--- config.mk ---
export PLATFORM = sky130hd
export DESIGN_NAME = parity_frame_gen
export DESIGN_NICKNAME = d
export VERILOG_FILES = /design/src/rtl/parity_frame_gen.sv
export SDC_FILE = /design/constraint.sdc
export NUM_CORES = 1
export LEC_CHECK = 0
export ABC_AREA = 1
export CAP_MARGIN = 20
export CORE_MARGIN = 3
export CORE_UTILIZATION = 46
export DETAILED_ROUTE_END_ITERATION = 6
export PLACE_DENSITY = 0.87
export SLEW_MARGIN = 10
export SYNTH_ARGS = -nofsm -noshare
export SYNTH_HDL_FRONTEND = slang
export SYNTH_SLANG_ARGS = --single-unit
--- constraint.sdc ---
create_clock -name clk -period 1.2 [get_ports clk]
set_input_delay 0.24 -clock clk [delete_from_list [all_inputs] [get_ports clk]]
set_output_delay 0.24 -clock clk [all_outputs]
set_load 0.05 [all_outputs]
--- src/rtl/parity_frame_gen.sv ---
// parity_frame_gen
//
// Streaming row/column parity generator with valid/ready flow control.
// Every accepted data word leaves as {row_parity, word}. A longitudinal
// (column) parity is accumulated over the frame. One trailer word carrying
// that column parity follows the last word of the frame.
//
// Parameters:
//   WIDTH  data word width in bits (>= 2)
//   ODD    parity sense: 0 = even (total ones incl. parity bit even), 1 = odd
//
// Ports:
//   clk         rising-edge clock
//   reset       synchronous, active-high reset
//   in_valid    source presents a word
//   in_ready    block accepts a word this cycle
//   in_data     data word [WIDTH-1:0]
//   in_last     word is the last of its frame
//   out_valid   out_data is valid
//   out_ready   sink accepts a word this cycle
//   out_data    {parity, word} [WIDTH:0], parity in the MSB
//   out_last    word is the frame trailer
//   busy        frame in progress
//   err_inject  (only with PARITY_ERR_INJECT_EN defined) arms a one-shot
//               parity corruption of the next emitted data word
//
// Optional feature macro: PARITY_ERR_INJECT_EN
//
// state   | meaning
// --------+-------------------------------------------------------------
// DATA    | accepting data words; each one loads the output register
// TRAILER | last word taken; waiting for a free output register to
//         | load the column-parity trailer

module parity_frame_gen #(
  parameter int WIDTH = 8,
  parameter bit ODD   = 1'b0
) (
  input  logic             clk,
  input  logic             reset,
  input  logic             in_valid,
  output logic             in_ready,
  input  logic [WIDTH-1:0] in_data,
  input  logic             in_last,
  output logic             out_valid,
  input  logic             out_ready,
  output logic [WIDTH:0]   out_data,
  output logic             out_last,
`ifdef PARITY_ERR_INJECT_EN
  input  logic             err_inject,
`endif
  output logic             busy
);

  localparam logic [0:0] ST_DATA    = 1'b0;
  localparam logic [0:0] ST_TRAILER = 1'b1;

  function automatic logic row_parity(input logic [WIDTH-1:0] w);
    return (^w) ^ ODD;
  endfunction

  logic [0:0]       state_q, state_d;
  logic [WIDTH-1:0] lrc_q, lrc_d;
  logic             lrc_active_q, lrc_active_d;
  logic             out_valid_q, out_valid_d;
  logic [WIDTH:0]   out_data_q, out_data_d;
  logic             out_last_q, out_last_d;
  logic             inj_flag_q, inj_flag_d;

  logic             out_free;
  logic             accept;
  logic             inj_now;

  // Output register can take a new word when empty or being drained now.
  assign out_free = !out_valid_q || out_ready;

`ifdef PARITY_ERR_INJECT_EN
  // A pulse in the same cycle as a load still corrupts that load.
  assign inj_now = inj_flag_q | err_inject;
`else
  assign inj_now = 1'b0;
`endif

  assign in_ready = (state_q == ST_DATA) && out_free;
  assign accept   = in_valid && in_ready;

  always_comb begin
    state_d      = state_q;
    lrc_d        = lrc_q;
    lrc_active_d = lrc_active_q;
    out_data_d   = out_data_q;
    out_last_d   = out_last_q;
    inj_flag_d   = inj_now;
    // A transferred word leaves unless something reloads the register below.
    out_valid_d  = out_valid_q && !out_ready;

    case (state_q)
      ST_DATA: begin
        if (accept) begin
          out_valid_d  = 1'b1;
          out_data_d   = {row_parity(in_data) ^ inj_now, in_data};
          out_last_d   = 1'b0;
          inj_flag_d   = 1'b0;
          lrc_d        = lrc_q ^ in_data;
          lrc_active_d = 1'b1;
          if (in_last) begin
            state_d = ST_TRAILER;
          end
        end
      end
      ST_TRAILER: begin
        // lrc_q already folds in the last word, accepted a cycle earlier.
        // The trailer never carries an injected error; the flag stays armed.
        if (out_free) begin
          out_valid_d  = 1'b1;
          out_data_d   = {row_parity(lrc_q), lrc_q};
          out_last_d   = 1'b1;
          lrc_d        = '0;
          lrc_active_d = 1'b0;
          state_d      = ST_DATA;
        end
      end
      default: begin
        state_d = ST_DATA;
      end
    endcase
  end

  always_ff @(posedge clk) begin
    if (reset) begin
      state_q      <= ST_DATA;
      lrc_q        <= '0;
      lrc_active_q <= 1'b0;
      out_valid_q  <= 1'b0;
      out_data_q   <= '0;
      out_last_q   <= 1'b0;
      inj_flag_q   <= 1'b0;
    end else begin
      state_q      <= state_d;
      lrc_q        <= lrc_d;
      lrc_active_q <= lrc_active_d;
      out_valid_q  <= out_valid_d;
      out_data_q   <= out_data_d;
      out_last_q   <= out_last_d;
      inj_flag_q   <= inj_flag_d;
    end
  end

  assign out_valid = out_valid_q;
  assign out_data  = out_data_q;
  assign out_last  = out_last_q;
  assign busy      = lrc_active_q;

endmodule

### Word level (Yosys, flattened, before mapping)

Index checks and enable logic that the tools add are counted.

* register bits after elaboration: 21
* word-level logic and storage cells: 38
* output and inout port bits: 13

* multiplexer cells: 19
* reductions and logical operators: 9
* equal/unequal tests: 2
* bitwise logic cells: 2

Operators by type and width (count)
* 9-bit 2-to-1 mux: 2
* 9-bit case mux with 2 select lines: 1
* 8-bit 2-to-1 mux: 2
* 8-bit case mux with 2 select lines: 1
* 8-bit parity: 2
* 1-bit 2-to-1 mux: 9
* 1-bit case mux with 2 select lines: 4
* 8-bit bitwise XOR: 1
* 1-bit logical AND: 3
* 1-bit logical NOT: 2
* 2-bit by 1-bit inequality test with 1-bit output, second input constant: 1
* 2-bit inequality test, second input constant: 1
* 2-bit AND reduction: 1
* 1-bit logical OR: 1
* 1-bit inverter: 1

### Depth between registers and ports, before layout

* depth after elaboration: 6
* mapped depth: 11

### Least setup slack after synthesis

Ideal clock, no wire load.

* path type: register to register
* start: reg out_valid_q (netlist: out_valid)
* end: reg out_data_q[8] (netlist: out_data[8])
* path slack: -0.331 ns
* stages on the path, launching flop included: 9
* setup time: 0.109 ns
* arrival: 1.423 ns
* required time: 1.091 ns
* path through: dfxtp_1 nand2_4 inv_2 nor2_8 nor2_8 inv_4 o21a_1 nand2_1 inv_1

* word-level cells in the longest chain between the ends: 6

Ends and longest elaborated chain
* start: declaration: RTL line 65 `logic out_valid_q, out_valid_d;`
* start signal: assignment: RTL line 142 `out_valid_q <= out_valid_d;`
* 1-bit logical NOT (*): RTL line 75 `assign out_free = !out_valid_q || out_ready;`
* 1-bit logical OR (*): RTL line 75
* 1-bit logical AND: RTL line 84 `assign in_ready = (state_q == ST_DATA) && out_free;`
* 1-bit logical AND: RTL line 85 `assign accept = in_valid && in_ready;`
* 2-bit inequality test (no line)
* 2-bit AND reduction (no line) (*)
* end signal: assignment: RTL line 143 `out_data_q <= out_data_d;`
* end: declaration: RTL line 66 `logic [WIDTH:0] out_data_q, out_data_d;`

Every way passes the cells marked *; elsewhere a longest branch is shown, timed or not.
A chain may end at the register's enable or synchronous reset.

### Final worst setup path

* start: reg out_valid_q (netlist: out_valid)
* end: reg out_data_q[6] (netlist: out_data[6])

The elaborated chain is that of the path after synthesis.

==> PnR_summary.wiki <==
{| class="wikitable"
! Metric !! Value
|-
| Total routed wirelength || 3830 um
|-
| RSZ-0062 raised after global routing || yes
|-
| Buffers from clock root to sink, at most || 2
|-
| Clk sinks || 21
|-
| Critical path endpoint category || register
|-
| Met2 GRT Util || between 30 and 40%
|-
| Largest net degree at the start of global routing || 13
|-
| Total overflow reported by the global router || 0
|-
| Root buf cell || clkbuf_4
|-
| Post-route design area || 2050 um^2
|-
| CTS clock-pin slew for the worst setup and hold paths || 0.12 ns
|-
| Worst path cell trace || nand2_4 > buf_4 > inv_4 > nor2_8 > nor2_8 > buf_12 > nand2_2 > a31oi_1
|-
| Area of the die || 3480 um^2
|-
| Remaining routing DRC violations || 0
|-
| Routed wire per std cell || ~14 um
|-
| Reg2reg setup slack || -0.17 ns
|-
| Violated checks || setup timing
|-
| Post-Synthesis Net Count || 206
|-
| Kind of cell adding the most delay to the critical path || flip-flops
|-
| H-tree depth || 1
|-
| Clock Skew || 0.00546 ns
|-
| Worst Path Arrival || 1.60 ns
|-
| Clock Latency Late Sink || roughly 0.31 ns
|-
| Clock tree from TritonCTS || done
|-
| Number of synthesized flops with an enable pin || 0
|-
| Headroom to the max-slew limit || 80.3%
|-
| Number of antenna violations at the first check in global routing || 0
|-
| Synthesized area per cell || ~6.7 um^2
|-
| # port buffers || 25
|-
| Post-detailed-placement half-perimeter wirelength || 2350 um
|-
| Synthesized cell area || around 1300 um^2
|-
| Horiz. Die Dim || 59.0 um
|-
| #FFs+latches synth || 21
|-
| Drt first-iter violations || 53
|-
| Drt first pass iters || 4
|-
| Met3 demand-to-capacity share in global routing || under 10%
|-
| Hold slack || around 0.34 ns
|-
| Number of hold-slack violations in the final timing report || 0
|-
| Total global routing track utilization || between 20% and 30%
|-
| Buffers plus inverters on the worst setup path || 3
|-
| Non-filler instance count after layout || approximately 280
|-
| Number of instances in the synthesized netlist || 193
|-
| Dominant cell type by count on the critical path || nor2_8
|-
| Total placed cells including tap cells || roughly 260
|-
| Period Utilization, post-route || 114%
|-
| Power per cell area || 967 nW/um^2
|-
| Std cell rows || 18
|-
| Vias in the first global route || ~1300
|-
| Library cell with the largest summed area after synthesis || dfxtp_1
|-
| Pins Over Slew Limit || 0
|-
| Run status || finished with violations
|-
| Top achievable clock speed || 0.729 GHz
|-
| VDD IR max || 0.953 mV
|-
| Antenna diode instance count || 0
|-
| Chip Height || ~59 um
|-
| Number of top-level pins || 26
|-
| Final setup margin || -0.172 ns
|-
| Share of synthesized flip-flops with an asynchronous set or reset || 0%
|-
| Sequential fraction of the synthesis area || ~33%
|-
| Std-Cell Core Area || between 2000 and 3000 um^2
|-
| Number of unique standard cell types used by synthesis || 29
|-
| Crit Path Max Fanout || 6
|-
| TritonCTS buffer count || 3
|-
| Routing layer with the top usage in global route || met2
|-
| Largest stage delay on the critical path || 0.38 ns
|-
| Leakage power summed over all cells || 0.981 nW
|-
| Initial cell density of the core || between 50% and 60%
|-
| Share of the synthesized area in the top cell type || 32.6%
|-
| Post-placement cell area || 1790 um^2
|-
| Synth area leaders || dfxtp_1 (33%), nand2_1 (23%), inv_1 (7.3%)
|-
| WP data required || around 1.4 ns
|-
| Most numerous cell types in the synthesized netlist || nand2_1 (78), inv_1 (25), dfxtp_1 (21), a21oi_1 (14), nor2_1 (6)
|-
| Total via count after detailed routing || 1416
|-
| Share of final-layout standard cells stronger than drive strength 1 || about a third
|-
| Tmin final || between 1 and 1.5 ns
|-
| Detail Route Antenna Nets || 0
|-
| Transition time at the pin with the least slew margin || 0.294 ns
|-
| Slowest library cell on the worst path || dfxtp_4
|-
| Gp weighted congestion || 0.908
|-
| Type of element launching the critical path || register
|-
| P&R area growth vs syn || 58.4%
|-
| Count of warnings emitted by yosys || 0
|-
| Endpoints failing setup || 20
|-
| Most common cell in the netlist || nand2_1
|-
| Worst Setup Path Type || reg2reg
|-
| Global-route wire length before repair || between 5000 and 6000 um
|-
| Met1 Usage GRT || between 20 and 30%
|-
| Via density || ~5
|-
| Hold crit path type || in2reg
|-
| Hold_buf cts || 0
|-
| Top FF cell, synth || dfxtp_1
|-
| Number of nets in the finished design || 259
|-
| Total of max-cap violations || 0
|}
==> report_power, final <==
part           switching (mW)  internal (mW)
clock network           0.220          0.125
registers              0.0615          0.749
logic                   0.442          0.380
total                   0.724           1.25
==> timing repair <==
action / in CTS / in global routing
endpoints found under the hold margin: 0 / 0
setup buffers: 8 / 5
cloned: 1 / 0
pin swaps: 6 / 8
resized for setup: 19 / 16
endpoints found under the setup margin: 15 / 21
==> path summary, 6_finish.rpt <==
| check | cells after the start | start | to |
|---|---|---|---|
| setup reg to reg | 8 | out_valid | out_data[6] |
| hold / removal | 3 | in_data[3] | lrc_q[3] |
| hold reg to reg | 2 | busy | busy |
| setup / recovery | 8 | out_valid | out_data[6] |
==> layout by cell type, fill, tap and decap left out, types with 4 or more instances in the layout <==
cell type        instances
inv_4                    5
buf_6                    7
inv_1                   23
nand3_1                  5
clkdlybuf4s50_1         10
o21bai_1                 4
a21oi_2                  6
nand2_1                 72
dfxtp_1                 19
a31oi_1                  4
buf_4                   18
nand2_2                  4
nor2_1                   6
buf_12                  14
a21oi_1                  9
nand2_4                  4
==> through the flow <==
stage / total power [mW] / setup TNS (ns) / utilization, % / setup WS [ns]
2_1_floorplan: 1.22 / -0.0250 / - / -0.0250
3_5_place_dp: 1.51 / -7.23 / 69.8 / -0.408
3_3_place_gp: 1.49 / -6.62 / 69.8 / -0.377
5_1_grt: 2.07 / -3.01 / 79.7 / -0.242
4_1_cts: 1.93 / -1.51 / 76.1 / -0.142
6_report: 1.98 / -1.93 / 79.7 / -0.172
==> flip-flops by register name (all words and copies together) (netlist names) <==
register	flops
out_last	1
lrc_q	8
state_q	1
out_data	9
busy	1
out_valid	1
==> cell families after synthesis <==
| kind of cell | synth area share, % |
|---|---|
| AOI/OAI and AO/OA | 13.9 |
| xor gates and xnor gates | 3.39 |
| buffers and inverters | 10.8 |
| DFF | 32.6 |
| and+or+nand+nor | 39.4 |
==> per-layer routing <==
| metal | vias up | routed length [um] |
|---|---|---|
| met3 | 10 | 277 |
| met1 | 634 | 1540 |
| li1 | 708 | - |
| met5 | - | 0 |
| met2 | 64 | 1900 |
| met4 | 0 | 110 |
==> cell type report <==
cell class              count  area (um^2)
clock buffers               3         22.5
clock inverters             1         5.00
fillers                   158          522
inverters                  30          130
multi-input cells         139          810
flip-flops and latches     21          425
well taps                  30         37.5
repair buffers             51          616
==> tightest hold or removal path: stages <==
cell            delay (ns)
dlymetal6s2s_1        0.20
nand2_4               0.11
a21oi_1               0.06
Power figures use the tool's default switching activity.
